==> src/rtl/fb_sprite_writer_pkg.sv <==
// Shared constants and FSM encoding for the sprite framebuffer writer.
// Latency: n/a (declarations only).
// Backpressure: n/a.
package fb_sprite_writer_pkg;

    localparam int DEF_HOR_BITS = 7;
    localparam int DEF_VER_BITS = 8;
    localparam int RGB_W        = 6;

    localparam logic [RGB_W-1:0] DEF_BALL_RGB = 6'b111111;
    localparam logic [RGB_W-1:0] DEF_BG_RGB   = 6'b000000;

    // ST_CLEAR is only reachable when the power-up clear is built in.
    typedef enum logic [2:0] {
        ST_IDLE,
        ST_CLEAR,
        ST_ERASE,
        ST_DRAW,
        ST_DONE
    } state_t;

endpackage

==> src/rtl/fb_sprite_writer_if.sv <==
// Request/SRAM-write bundle between the frame logic and the sprite writer.
// Latency: n/a (wires only).
// Backpressure: wr_win gates every write; frame_start/pos come from VGA timing and game logic.
// master: the writer (drives SRAM address/data/strobe and status).
// slave : the environment (drives frame_start, wr_win, ball position).
interface fb_sprite_writer_if
    import fb_sprite_writer_pkg::*;
#(
    parameter int HOR_BITS = DEF_HOR_BITS,
    parameter int VER_BITS = DEF_VER_BITS
);
    logic                frame_start;
    logic                wr_win;
    logic [HOR_BITS-1:0] hor_pos;
    logic [VER_BITS-1:0] ver_pos;
    logic [HOR_BITS-1:0] hor_addr;
    logic [VER_BITS-1:0] ver_addr;
    logic [RGB_W-1:0]    wdata;
    logic                we;
    logic                busy;
    logic                done;

    modport master (
        input  frame_start, wr_win, hor_pos, ver_pos,
        output hor_addr, ver_addr, wdata, we, busy, done
    );

    modport slave (
        output frame_start, wr_win, hor_pos, ver_pos,
        input  hor_addr, ver_addr, wdata, we, busy, done
    );
endinterface

==> src/rtl/fb_sprite_writer_scanner.sv <==
// Walks a SPRITE_W x SPRITE_H box (dx fastest) from a base position; reports clipped address, skip and last.
// Latency: combinational address from registered dx/dy; counters step on the clock when adv is high.
// Backpressure: adv low holds the current pixel; counters wrap to 0 after the last pixel.
// Ports: clk/rst, adv (step), base_x/base_y (box origin), pix_x/pix_y (address), skip (off-screen), last.
module fb_sprite_writer_scanner #(
    parameter int HOR_BITS = 7,
    parameter int VER_BITS = 8,
    parameter int SPRITE_W = 4,
    parameter int SPRITE_H = 4
) (
    input  logic                clk,
    input  logic                rst,
    input  logic                adv,
    input  logic [HOR_BITS-1:0] base_x,
    input  logic [VER_BITS-1:0] base_y,
    output logic [HOR_BITS-1:0] pix_x,
    output logic [VER_BITS-1:0] pix_y,
    output logic                skip,
    output logic                last
);
    localparam int DXW = (SPRITE_W > 1) ? $clog2(SPRITE_W) : 1;
    localparam int DYW = (SPRITE_H > 1) ? $clog2(SPRITE_H) : 1;
    localparam logic [DXW-1:0] DX_LAST = DXW'(SPRITE_W - 1);
    localparam logic [DYW-1:0] DY_LAST = DYW'(SPRITE_H - 1);

    logic [DXW-1:0]    dx;
    logic [DYW-1:0]    dy;
    logic [HOR_BITS:0] sum_x;
    logic [VER_BITS:0] sum_y;

    // One extra bit on each sum: a carry out means the pixel is past the screen edge.
    assign sum_x = {1'b0, base_x} + (HOR_BITS+1)'(dx);
    assign sum_y = {1'b0, base_y} + (VER_BITS+1)'(dy);
    assign pix_x = sum_x[HOR_BITS-1:0];
    assign pix_y = sum_y[VER_BITS-1:0];
    assign skip  = sum_x[HOR_BITS] | sum_y[VER_BITS];
    assign last  = (dx == DX_LAST) && (dy == DY_LAST);

    always_ff @(posedge clk or posedge rst) begin
        if (rst) begin
            dx <= '0;
            dy <= '0;
        end else if (adv) begin
            if (dx == DX_LAST) begin
                dx <= '0;
                dy <= (dy == DY_LAST) ? '0 : dy + 1'b1;
            end else begin
                dx <= dx + 1'b1;
            end
        end
    end
endmodule

==> src/rtl/fb_sprite_writer.sv <==
// Framebuffer sprite writer: per frame erases the old ball box to BG_RGB, then draws it at the new position.
// Latency: addr/wdata/we registered, first write one cycle after wr_win is sampled high in ERASE/DRAW.
// Backpressure: wr_win low stalls on the current pixel; frame_start while busy lands in a 1-deep pending slot.
// Ports: clk, rst (async, active-high), bus (master modport: frame_start, wr_win, pos in; SRAM addr/wdata/we, busy, done out).
// Build option: FB_CLEAR_EN adds a post-reset CLEAR pass writing BG_RGB to the whole framebuffer.
module fb_sprite_writer
    import fb_sprite_writer_pkg::*;
#(
    parameter int               HOR_BITS = DEF_HOR_BITS,
    parameter int               VER_BITS = DEF_VER_BITS,
    parameter int               SPRITE_W = 4,
    parameter int               SPRITE_H = 4,
    parameter logic [RGB_W-1:0] BALL_RGB = DEF_BALL_RGB,
    parameter logic [RGB_W-1:0] BG_RGB   = DEF_BG_RGB
) (
    input  logic               clk,
    input  logic               rst,
    fb_sprite_writer_if.master bus
);
    state_t state, state_nxt;

    logic                drawn;
    logic [HOR_BITS-1:0] old_x, new_x, pend_x;
    logic [VER_BITS-1:0] old_y, new_y, pend_y;
    logic                pend_vld;

    logic                adv, wr_pix, pix_bg;
    logic                load_new, load_pend, pend_wr, pend_clr, commit;
    logic [HOR_BITS-1:0] pix_x, scan_x;
    logic [VER_BITS-1:0] pix_y, scan_y;
    logic                pix_skip, scan_skip, scan_last;

    logic [HOR_BITS-1:0] hor_q;
    logic [VER_BITS-1:0] ver_q;
    logic [RGB_W-1:0]    wdata_q;
    logic                we_q, busy_q, done_q;

`ifdef FB_CLEAR_EN
    logic [HOR_BITS+VER_BITS-1:0] clr_cnt;
    logic                         clr_last;
    assign clr_last = &clr_cnt;
`endif

    // Single scanner shared by both phases: ERASE walks the old box, everything else the new one.
    fb_sprite_writer_scanner #(
        .HOR_BITS(HOR_BITS), .VER_BITS(VER_BITS),
        .SPRITE_W(SPRITE_W), .SPRITE_H(SPRITE_H)
    ) u_scan (
        .clk   (clk),
        .rst   (rst),
        .adv   (adv),
        .base_x((state == ST_ERASE) ? old_x : new_x),
        .base_y((state == ST_ERASE) ? old_y : new_y),
        .pix_x (scan_x),
        .pix_y (scan_y),
        .skip  (scan_skip),
        .last  (scan_last)
    );

    always_ff @(posedge clk or posedge rst) begin
        if (rst) begin
`ifdef FB_CLEAR_EN
            state <= ST_CLEAR;
`else
            state <= ST_IDLE;
`endif
        end else begin
            state <= state_nxt;
        end
    end

    always_comb begin
        state_nxt = state;
        adv       = 1'b0;
        wr_pix    = 1'b0;
        pix_bg    = 1'b1;
        load_new  = 1'b0;
        load_pend = 1'b0;
        pend_wr   = 1'b0;
        pend_clr  = 1'b0;
        commit    = 1'b0;
        pix_x     = scan_x;
        pix_y     = scan_y;
        pix_skip  = scan_skip;
        case (state)
            ST_IDLE: begin
                if (bus.frame_start) begin
                    load_new  = 1'b1;
                    state_nxt = drawn ? ST_ERASE : ST_DRAW;
                end
            end
            ST_ERASE: begin
                pend_wr = bus.frame_start;
                if (bus.wr_win) begin
                    adv    = 1'b1;
                    wr_pix = 1'b1;
                    if (scan_last) state_nxt = ST_DRAW;
                end
            end
            ST_DRAW: begin
                pix_bg  = 1'b0;
                pend_wr = bus.frame_start;
                if (bus.wr_win) begin
                    adv    = 1'b1;
                    wr_pix = 1'b1;
                    if (scan_last) state_nxt = ST_DONE;
                end
            end
            ST_DONE: begin
                // A request arriving now is newer than anything pending, so it wins.
                commit = 1'b1;
                if (bus.frame_start) begin
                    load_new  = 1'b1;
                    pend_clr  = 1'b1;
                    state_nxt = ST_ERASE;
                end else if (pend_vld) begin
                    load_pend = 1'b1;
                    pend_clr  = 1'b1;
                    state_nxt = ST_ERASE;
                end else begin
                    state_nxt = ST_IDLE;
                end
            end
`ifdef FB_CLEAR_EN
            ST_CLEAR: begin
                pix_x    = clr_cnt[HOR_BITS-1:0];
                pix_y    = clr_cnt[HOR_BITS+VER_BITS-1:HOR_BITS];
                pix_skip = 1'b0;
                pend_wr  = bus.frame_start;
                if (bus.wr_win) begin
                    wr_pix = 1'b1;
                    if (clr_last) begin
                        // Screen is blank, so a queued request draws without erase.
                        pend_wr = 1'b0;
                        if (bus.frame_start) begin
                            load_new  = 1'b1;
                            pend_clr  = 1'b1;
                            state_nxt = ST_DRAW;
                        end else if (pend_vld) begin
                            load_pend = 1'b1;
                            pend_clr  = 1'b1;
                            state_nxt = ST_DRAW;
                        end else begin
                            state_nxt = ST_IDLE;
                        end
                    end
                end
            end
`endif
            default: state_nxt = ST_IDLE;
        endcase
    end

    always_ff @(posedge clk or posedge rst) begin
        if (rst) begin
            drawn    <= 1'b0;
            old_x    <= '0;
            old_y    <= '0;
            new_x    <= '0;
            new_y    <= '0;
            pend_x   <= '0;
            pend_y   <= '0;
            pend_vld <= 1'b0;
            hor_q    <= '0;
            ver_q    <= '0;
            wdata_q  <= '0;
            we_q     <= 1'b0;
            busy_q   <= 1'b0;
            done_q   <= 1'b0;
        end else begin
            if (load_new) begin
                new_x <= bus.hor_pos;
                new_y <= bus.ver_pos;
            end else if (load_pend) begin
                new_x <= pend_x;
                new_y <= pend_y;
            end
            if (pend_wr) begin
                pend_vld <= 1'b1;
                pend_x   <= bus.hor_pos;
                pend_y   <= bus.ver_pos;
            end else if (pend_clr) begin
                pend_vld <= 1'b0;
            end
            if (commit) begin
                old_x <= new_x;
                old_y <= new_y;
                drawn <= 1'b1;
            end
            // Clipped pixels keep the last address so the bus never shows a wrapped location.
            we_q <= wr_pix & ~pix_skip;
            if (wr_pix && !pix_skip) begin
                hor_q   <= pix_x;
                ver_q   <= pix_y;
                wdata_q <= pix_bg ? BG_RGB : BALL_RGB;
            end
            busy_q <= (state_nxt != ST_IDLE);
            done_q <= commit;
        end
    end

`ifdef FB_CLEAR_EN
    always_ff @(posedge clk or posedge rst) begin
        if (rst) begin
            clr_cnt <= '0;
        end else if (state == ST_CLEAR && bus.wr_win) begin
            clr_cnt <= clr_cnt + 1'b1;
        end
    end
`endif

    assign bus.hor_addr = hor_q;
    assign bus.ver_addr = ver_q;
    assign bus.wdata    = wdata_q;
    assign bus.we       = we_q;
    assign bus.busy     = busy_q;
    assign bus.done     = done_q;
endmodule
==> src/flat_wrapper.sv <==
// flat-port wrapper written by rule: the top's interface ports become plain ports
module fb_sprite_writer_flat import fb_sprite_writer_pkg::*;
#(
    parameter int               HOR_BITS = DEF_HOR_BITS,
    parameter int               VER_BITS = DEF_VER_BITS,
    parameter int               SPRITE_W = 4,
    parameter int               SPRITE_H = 4,
    parameter logic [RGB_W-1:0] BALL_RGB = DEF_BALL_RGB,
    parameter logic [RGB_W-1:0] BG_RGB   = DEF_BG_RGB
)
  (clk, rst, bus_frame_start, bus_wr_win, bus_hor_pos, bus_ver_pos, bus_hor_addr, bus_ver_addr, bus_wdata, bus_we, bus_busy, bus_done);
  fb_sprite_writer_if #(.HOR_BITS(HOR_BITS), .VER_BITS(VER_BITS)) bus_i ();
  input  logic clk;
  input  logic rst;
  input wire logic [$bits(bus_i.frame_start)-1:0] bus_frame_start;
  input wire logic [$bits(bus_i.wr_win)-1:0] bus_wr_win;
  input wire logic [$bits(bus_i.hor_pos)-1:0] bus_hor_pos;
  input wire logic [$bits(bus_i.ver_pos)-1:0] bus_ver_pos;
  output wire logic [$bits(bus_i.hor_addr)-1:0] bus_hor_addr;
  output wire logic [$bits(bus_i.ver_addr)-1:0] bus_ver_addr;
  output wire logic [$bits(bus_i.wdata)-1:0] bus_wdata;
  output wire logic [$bits(bus_i.we)-1:0] bus_we;
  output wire logic [$bits(bus_i.busy)-1:0] bus_busy;
  output wire logic [$bits(bus_i.done)-1:0] bus_done;
  assign bus_i.frame_start = bus_frame_start;
  assign bus_i.wr_win = bus_wr_win;
  assign bus_i.hor_pos = bus_hor_pos;
  assign bus_i.ver_pos = bus_ver_pos;
  assign bus_hor_addr = bus_i.hor_addr;
  assign bus_ver_addr = bus_i.ver_addr;
  assign bus_wdata = bus_i.wdata;
  assign bus_we = bus_i.we;
  assign bus_busy = bus_i.busy;
  assign bus_done = bus_i.done;
  fb_sprite_writer #(.HOR_BITS(HOR_BITS), .VER_BITS(VER_BITS), .SPRITE_W(SPRITE_W), .SPRITE_H(SPRITE_H), .BALL_RGB(BALL_RGB), .BG_RGB(BG_RGB)) u_core (.clk(clk), .rst(rst), .bus(bus_i));
endmodule
==> config.mk <==
export PLATFORM = sky130hd
export DESIGN_NAME = fb_sprite_writer_flat
export DESIGN_NICKNAME = d
export VERILOG_FILES = /design/src/rtl/fb_sprite_writer_pkg.sv /design/src/rtl/fb_sprite_writer_if.sv /design/src/rtl/fb_sprite_writer_scanner.sv /design/src/rtl/fb_sprite_writer.sv /design/src/flat_wrapper.sv
export SDC_FILE = /design/constraint.sdc
export NUM_CORES = 1
export LEC_CHECK = 0
export CAP_MARGIN = 30
export CORE_ASPECT_RATIO = 0.7
export CORE_MARGIN = 1.5
export CORE_UTILIZATION = 55
export DETAILED_ROUTE_END_ITERATION = 10
export PLACE_DENSITY = 0.82
export SYNTH_ARGS = -nofsm -noshare
export SYNTH_HDL_FRONTEND = slang
export SYNTH_SLANG_ARGS = --single-unit
==> constraint.sdc <==
create_clock -name clk -period 3.6 [get_ports clk]
set_input_delay 0.36 -clock clk [delete_from_list [all_inputs] [get_ports clk]]
set_output_delay 0.36 -clock clk [all_outputs]
set_load 0.005 [all_outputs]
### Word-level counts from Yosys, hierarchy flattened

Cells that the tools add are included.

* add/subtract/negate cells: 4
* $mul: 0
* divide/modulo/power cells: 0
* order comparisons: 0
* equality and inequality tests: 5
* shifts and indexed selects: 0
* mux-type cells: 31
* bitwise gates (word level): 3
* reductions and logical operators: 10

Operators by type and width (count)
* 2-to-1 mux 8 bit: 3
* 2-to-1 mux 7 bit: 3
* 2-to-1 mux 3 bit: 6
* 2-to-1 mux 1 bit: 14
* one-hot mux 3 bit (4 select lines): 1
* adder 8 x 2 -> 9 bit: 1
* adder 7 x 2 -> 8 bit: 1
* == test 3 x 2 -> 1 bit, second input constant: 2
* 2-to-1 mux 2 bit: 3
* 2-to-1 mux 6 bit: 1
* adder 2 x 1 -> 2 bit, second input constant: 2
* == test 2 bit, second input constant: 2
* nonzero test 2 bit: 2
* OR reduction 2 bit: 2
* == test 3 bit, second input constant: 1
* logical NOT 3 bit: 1
* nonzero test 3 bit: 1
* logical AND 1 bit: 2
* AND reduction 2 bit: 1
* bitwise AND 1 bit: 1
* logical NOT 1 bit: 1
* NOT 1 bit: 1
* OR 1 bit: 1

* register bits: 78
* bits in latches: 0
* RAM bits: 0
* ROM bits: 0
* bits of input ports: 19
* logic and storage cells: 70
* memories kept: 0

### Longest topological paths before layout

Gate-level depths: netlist of run 1.

* word-level depth: 6
* depth in mapped cells: 14
* depth with buffers taken out: 10

### Modules after synthesis

Synthesis of run 1 repeated with hierarchy kept, for this count alone.

* cells, all modules: 255
* area, all modules: 3597.2 sq um

Modules (own cells, without submodules)
* fb_sprite_writer: times used 1, cells each 197, area each 3090.5 sq um
* fb_sprite_writer_scanner: times used 1, cells each 58, area each 506.7 sq um

### Worst setup path before layout of run 1

Ideal clock, no wire load.

* path type: register to register
* from: register u_core.state[0]
* to: register u_core.hor_q[0] (netlist: u_core.bus.hor_addr[0])
* setup time: 0.125 ns
* arrival time: 2.905 ns
* slack: 0.570 ns
* cell stages (with the launch flop): 15
* path buffers: 5
* clock period less this slack: 3.030 ns
* path through: dfrtp_1 buf_6 or3b_1 buf_6 clkbuf_1 nand2_1 nand2_1 ha_1 a21oi_1 o311ai_0 a31oi_1 o31a_1 buf_6 buf_12 mux2_4

* cells in the longest elaborated chain, start to end: 6
* elaborated cells on any way between the ends: 11

RTL lines
* from (decl): line fb_sprite_writer.sv:20 `state_t state, state_nxt;`
* from (signal assigned): line fb_sprite_writer.sv:68 `state <= state_nxt;`
* == test 3 x 2 -> 1 bit: line fb_sprite_writer.sv:52, fb_sprite_writer.sv:53, fb_sprite_writer.sv:85
* 2-to-1 mux 8 bit / 2-to-1 mux 7 bit (equally long branches): line fb_sprite_writer.sv:53, fb_sprite_writer.sv:52
* adder 8 x 2 -> 9 bit / adder 7 x 2 -> 8 bit (equally long branches): line fb_sprite_writer_scanner.sv:33, fb_sprite_writer_scanner.sv:32
* OR 1 bit: line fb_sprite_writer_scanner.sv:36 `assign skip = sum_x[HOR_BITS] | sum_y[VER_BITS];`
* logical NOT 1 bit: line fb_sprite_writer.sv:192 `if (wr_pix && !pix_skip) begin`
* logical AND 1 bit: line fb_sprite_writer.sv:192
* to (signal assigned): line fb_sprite_writer.sv:193 `hor_q <= pix_x;`
* to (decl): line fb_sprite_writer.sv:33 `logic [HOR_BITS-1:0] hor_q;`

Parallel ways exist; a longest one is shown, timed or not.
A chain may end at the register's enable or synchronous reset.

### Worst setup path in the final report of run 1

* from: register u_core.state[0]
* to: register u_core.ver_q[6] (netlist: u_core.bus.ver_addr[6])

* cells in the longest elaborated chain, start to end: 6
* elaborated cells on any way between the ends: 11

RTL lines
* == test 3 x 2 -> 1 bit: line fb_sprite_writer.sv:52, fb_sprite_writer.sv:53, fb_sprite_writer.sv:85
* 2-to-1 mux 8 bit / 2-to-1 mux 7 bit (equally long branches): line fb_sprite_writer.sv:53, fb_sprite_writer.sv:52
* adder 8 x 2 -> 9 bit / adder 7 x 2 -> 8 bit (equally long branches): line fb_sprite_writer_scanner.sv:33, fb_sprite_writer_scanner.sv:32
* OR 1 bit: line fb_sprite_writer_scanner.sv:36
* logical NOT 1 bit: line fb_sprite_writer.sv:192
* logical AND 1 bit: line fb_sprite_writer.sv:192
* to (signal assigned): line fb_sprite_writer.sv:194 `ver_q <= pix_y;`
* to (decl): line fb_sprite_writer.sv:34 `logic [VER_BITS-1:0] ver_q;`

Parallel ways exist; a longest one is shown, timed or not.

==> flow_summary.toml, run 1 <==
[critical_path]
worst_path_most_repeated_cell = "nand2_1"
crit_path_end_kind = "flop"
r2r_start = "u_core.state[0]$_DFF_PP0_"
cp_max_fo = 16
slowest_delay_ns = 0.58
crit_type = "flop to flop"
startpoint = "u_core.state[0]$_DFF_PP0_"
crit_chain = "or3b_1, nand2_1, nand2_1, ha_1, a21oi_1, o311ai_0, a31oi_1, o31a_1, buf_4, mux2_2"
crit_slowest_cell = "or3b_1"
crit_required_ns = 3.84
cp-start-kind = "flop"
crit_arrival_ns = 3.35

[floorplanning]
placementRows = 24
fp.dieH_um = 71.08
io_pins = 43
core_area_um2 = 6306
die_x_um = 100.2
die_area_um2 = 7125
initial_core_util_pct = 57.74

[route]
vias_per_cell = 5.418
drtPass1Iterations = 4
vias = 2373
wl_per_cell_um = 15.39
ant_nets = 0
drc_errors = 0
drtIter0Drc = 115
finalWirelength_um = 6739

[power]
internal_power_w = 0.002120
combPwrFrac_pct = 38.7
powerDensity_nw_per_um2 = 748.4
p_clk_share_pct = 20.5
power_switching_w = 0.001099
p_leak_nw = 1.890
switching_share_pct = 34.14
irDropWorstVdd_mv = 0.3574
pwr-share-seq_pct = 40.8

[placement]
dp_slack_ns = 0.4912
port_buffers = 42
placed_cell_area_um2 = 4098
routabilityCongestion = 0.8667
post-dp-hpwl_um = 4801
dp_cells = 422

[sta]
setup_viol = 0
rsz0062_at_grt = "false"
hold_violations = 0
fmax_mhz = 321.6
fin_crit_ns = 3.110
whs_ns = 0.4812
worst_pin_slew_ns = 0.8929
slew_headroom_pct = 40.48
final-max-slew-violation-count = 0
fin_ws_ns = 0.4902
final.setup.tns_ns = 0
min_period_over_period_pct = 86.38
fin_skew_ns = 0.008098

[yosys]
netlist_area_um2 = 3641
synthTopCellsByArea = "dfrtp_1 50%, mux2_2 12%, mux2i_1 7.1%"
ys_async_sr_fraction_pct = 100.0
avgSynthCellArea_um2 = 11.56
yosysTopAreaCell = "dfrtp_1"
synth_fp_nets = 342
synth.distinct_cells = 40
ys_seq_area_share_pct = 50.17
synth.top_cell.area_share_pct = 50.17
syn-instance-count = 315
synth_seq_cells = 73
synth_edf_count = 0
synth-warning-count = 0
dominantRegCellSynth = "dfrtp_1"

[job]
maxCapViolCount = 0

[clock_tree]
cts_tree = "built"
cts-htree-levels = 3
cts.path.max_buffers = 2
clk_latency_ns = 0.35
clk_pin_slew_ns = 0.08
post_cts_buffers = 0
cts_resized = 0
clkSinkCount = 73
cts-root-buf = "clkbuf_8"
ctsHoldBuffers = 0
cts_buffers = 9

[grt]
grt_max_degree = 74
grt_pass1_wl_um = 11220
grt_use_total_pct = 21.04
gr-total-overflow = 0
grt_pass1_vias = 2282
antenna_found_initial = 0

[cells_and_area]
nets = 382
layout_commonest_cell = "dfrtp_1"
antenna_cells = 0
drive_gt1_share_pct = 20.83
final_cell_mix = "73 x dfrtp_1, 42 x clkdlybuf4s50_1, 40 x nand2_1"
final_area_um2 = 4302
layout.cells.non_filler = 438
area_delta_synth_final_pct = 18.14

[worst_hold_path]
hp-class = "flop to flop"
min_from = "u_core.drawn$_DFFE_PP0P_"

[status]
status = "complete, no violations"
[layer usage]
layer  up-vias  wire length, µm  track usage (%)
met3         6              375            7.213
met1      1144             3341            30.41
met4         0               54            5.321
met2        65             2967            30.69
li1       1158                -                -
met5         -                0                0
[registers in the layout, indices dropped and copies added (netlist names), 2 cells and up]
signal and count:
u_core.bus.ver_addr 8, u_core.new_y 8, u_core.old_y 8, u_core.pend_y 8, u_core.bus.hor_addr 7, u_core.new_x 7
u_core.old_x 7, u_core.pend_x 7, u_core.state 3, u_core.u_scan.dx 2, u_core.u_scan.dy 2
[power by group through the flow]
| stage | clock network [W] | logic (W) | registers [W] |
|---|---|---|---|
| 2_1_floorplan | 0 | 0.000893 | 0.00126 |
| 3_3_place_gp | 0 | 0.00120 | 0.00131 |
| 3_5_place_dp | 0 | 0.00125 | 0.00133 |
| 4_1_cts | 0.000674 | 0.00126 | 0.00131 |
| 5_1_grt | 0.000720 | 0.00138 | 0.00135 |
| 6_report | 0.000660 | 0.00125 | 0.00131 |
[worst max-delay path: cells and delay by family, from the launching register on]
kind	cells	cell delay [ns]
multiplexers	1	0.37
AO/OA/AOI/OAI	4	0.77
adder cells (fa/ha/maj)	1	0.30
flip-flops	1	0.49
AND/OR/NAND/NOR	3	0.80
buffers and inverters	1	0.26
[cell usage after synthesis, drive strengths merged (3+ instances only)]
cell type	n
dfrtp	73
mux2	44
nand2	40
mux2i	27
o21ai	18
buf	15
nor2	14
inv	12
xnor2	11
clkbuf	6
ha	6
a21oi	5
nand3	5
nand4	5
xor2	5
nor3	4
a21o	3
nor3b	3
[worst paths after layout]
path | endpoint | slack, ns | cells past startpoint
max | u_core.bus.ver_addr[6]$_DFFE_PP0P_ | 0.49 | 10
min | u_core.drawn$_DFFE_PP0P_ | 0.48 | 1
max reg2reg | u_core.bus.ver_addr[6]$_DFFE_PP0P_ | 0.49 | 10
min reg2reg | u_core.drawn$_DFFE_PP0P_ | 0.48 | 1
max in group asynchronous | u_core.bus.hor_addr[3]$_DFFE_PP0P_ | 2.42 | 3
min in group asynchronous | u_core.pend_x[3]$_DFFE_PP0P_ | 0.59 | 3
[stage by stage]
step	total power [W]	utilization (%)
after floorplan	0.002152	-
after global placement	0.002505	64.74
after global routing	0.003452	68.21
final	0.003219	68.21
after detailed placement	0.002580	64.98
after CTS	0.003243	68.21
[cell families (layout without fill, tap and decap cells)]
group	count (synthesis)	count (layout)	share of synthesized area (%)
AO/OA/AOI/OAI	36	36	5.945
XOR/XNOR	16	16	3.849
adder cells (fa/ha/maj)	8	8	3.162
buffers and inverters	33	78	5.154
flip-flops	73	73	50.17
multiplexers	71	71	21.99
AND/OR/NAND/NOR	78	78	9.725
[area by class of cell]
cell class	instances	area [µm²]
well taps	78	97.59
repair buffers	50	488.0
clock inverters	5	62.56
multi-input cells	209	1640
clock buffers	11	141.4
flip-flops and latches	73	1827
fillers	503	2004
inverters	12	45.04
(Power assumes the default switching activity.)
==> run 2: changes to the inputs <==
Settings changed: CORE_ASPECT_RATIO 0.7 to 0.75, SLEW_MARGIN from default to 40.
==> run 2 against run 1 <==
Net effect:
- clock skew shrank 0.00086 ns
- first-iteration DRC count grew 79%
- sequential share of layout area grew 0.34 points
- worst hold slack lost 0.0097 ns
- global-route usage shrank 0.67 points
- sequential power is essentially flat
- non-clock buffer count is the same
- fmax shrank 0.32%
- critical path depth is the same
- cell area shrank 0.79%
- combinational power is essentially flat
==> flow_summary.toml, run 2 (same netlist as run 1, synthesis figures left out) <==
[floorplanning]
placementRows = 25
die_area_um2 = 7122
fp.dieH_um = 73.47
io_pins = 43
die_x_um = 96.95
initial_core_util_pct = 57.34
core_area_um2 = 6350

[route]
vias_per_cell = 5.377
drc_errors = 0
drtIter0Drc = 206
drtPass1Iterations = 4
wl_per_cell_um = 14.93
finalWirelength_um = 6571
vias = 2366
ant_nets = 0

[sta]
setup_viol = 0
final-max-slew-violation-count = 0
final.setup.tns_ns = 0
worst_pin_slew_ns = 0.6515
slew_headroom_pct = 56.46
fin_crit_ns = 3.120
fin_skew_ns = 0.007233
rsz0062_at_grt = "false"
min_period_over_period_pct = 86.67
fin_ws_ns = 0.4801
whs_ns = 0.4715
fmax_mhz = 320.5
hold_violations = 0

[clock_tree]
cts_buffers = 9
clk_latency_ns = 0.34
clk_pin_slew_ns = 0.07
clkSinkCount = 73
cts-root-buf = "clkbuf_8"
cts-htree-levels = 3
post_cts_buffers = 0
ctsHoldBuffers = 0
cts_resized = 0
cts.path.max_buffers = 2
cts_tree = "built"

[critical_path]
crit_arrival_ns = 3.35
cp_max_fo = 16
slowest_delay_ns = 0.55
crit_required_ns = 3.83
cp.buffers_inverters = 1
crit_slowest_cell = "or3b_1"
crit_path_end_kind = "flop"
cp-start-kind = "flop"
r2r_start = "u_core.state[0]$_DFF_PP0_"
cpLargestDelayFamily = "compound AO/OA/AOI/OAI gates"
startpoint = "u_core.state[0]$_DFF_PP0_"
worst_path_most_repeated_cell = "nand2_1"
crit_chain = "or3b_1, nand2_1, nand2_1, ha_1, a21oi_1, o311ai_0, a31oi_1, o31a_1, buf_4, mux2_2"
crit_type = "flop to flop"

[power]
power_switching_w = 0.001068
combPwrFrac_pct = 39.7
p_leak_nw = 1.873
p_clk_share_pct = 18.0
pwr-share-seq_pct = 42.4
powerDensity_nw_per_um2 = 728.7
switching_share_pct = 34.35
internal_power_w = 0.002042
irDropWorstVdd_mv = 0.3689

[cells_and_area]
area_delta_synth_final_pct = 17.22
antenna_cells = 0
nets = 382
num-fill-cells = 510
multiInputGateArea_um2 = 1640
final_area_um2 = 4268
seq_area_um2 = 1827
layout.cells.non_filler = 440
final_cell_mix = "73 x dfrtp_1, 42 x clkdlybuf4s50_1, 40 x nand2_1"
drive_gt1_share_pct = 20.61
layout_commonest_cell = "dfrtp_1"

[grt]
grt_use_total_pct = 20.37
grt_max_degree = 74
antenna_found_initial = 0
grt_pass1_vias = 2298
gr-total-overflow = 0
grt_pass1_wl_um = 11230

[job]
maxCapViolCount = 0

[worst_hold_path]
min_from = "u_core.drawn$_DFFE_PP0P_"
hp-class = "flop to flop"

[placement]
port_buffers = 42
placed_cell_area_um2 = 4098
post-dp-hpwl_um = 4799
routabilityCongestion = 0.9168
dp_slack_ns = 0.4958
dp_cells = 425

[status]
status = "complete, no violations"
## run 2: cell count changes in the layout (fill, tap and decap cells not counted), sizes merged
cell | before | now
bufinv | 1 | 0
clkinv | 0 | 1
inv | 14 | 13
## run 2: power by group through the flow
| stage | Clock [W] | Combinational, W | Sequential, W |
|---|---|---|---|
| 5_1_grt | 0.000610 | 0.00136 | 0.00136 |
| 3_3_place_gp | 0 | 0.00119 | 0.00131 |
| 3_5_place_dp | 0 | 0.00125 | 0.00133 |
| 2_1_floorplan | 0 | 0.000893 | 0.00126 |
| 4_1_cts | 0.000584 | 0.00125 | 0.00132 |
| 6_report | 0.000559 | 0.00123 | 0.00132 |
## run 2: layout make-up
cell class | count | share of cell area (%)
clock inverters | 4 | 0.6743
well taps | 81 | 2.375
flip-flops and latches | 73 | 42.80
multi-input cells | 209 | 38.43
clock buffers | 11 | 3.313
inverters | 12 | 1.055
repair buffers | 50 | 11.35
## run 2: per-stage QoR
step / total power [W] / util (%)
after floorplan: 0.002152 / -
after global placement: 0.002502 / 64.47
after detailed placement: 0.002577 / 64.53
after CTS: 0.003147 / 67.21
after global routing: 0.003325 / 67.21
final: 0.003110 / 67.21
## run 2: layer usage
layer,vias up,routed length (µm),track usage [%]
met5,-,0,0
met4,0,62,7.568
met3,8,331,5.899
met2,63,2720,28.83
met1,1138,3456,29.91
li1,1157,-,-
## run 2: worst register-to-register path, stage by stage, from the launching register on
cell      delay, ns
dfrtp_1        0.49
or3b_1         0.55
nand2_1        0.12
nand2_1        0.08
ha_1           0.29
a21oi_1        0.20
o311ai_0       0.17
a31oi_1        0.29
o31a_1         0.21
buf_4          0.26
mux2_2         0.37
## run 2: path summary, 6_finish.rpt
check | depth (start not counted) | slack [ns] | to
worst max-delay path | 10 | 0.48 | u_core.bus.ver_addr[5]$_DFFE_PP0P_
worst min-delay path | 1 | 0.47 | u_core.drawn$_DFFE_PP0P_
worst max register to register | 10 | 0.48 | u_core.bus.ver_addr[5]$_DFFE_PP0P_
worst min register to register | 1 | 0.47 | u_core.drawn$_DFFE_PP0P_
max in group asynchronous | 3 | 2.65 | u_core.new_y[6]$_DFFE_PP0P_
min in group asynchronous | 3 | 0.50 | u_core.pend_y[6]$_DFFE_PP0P_
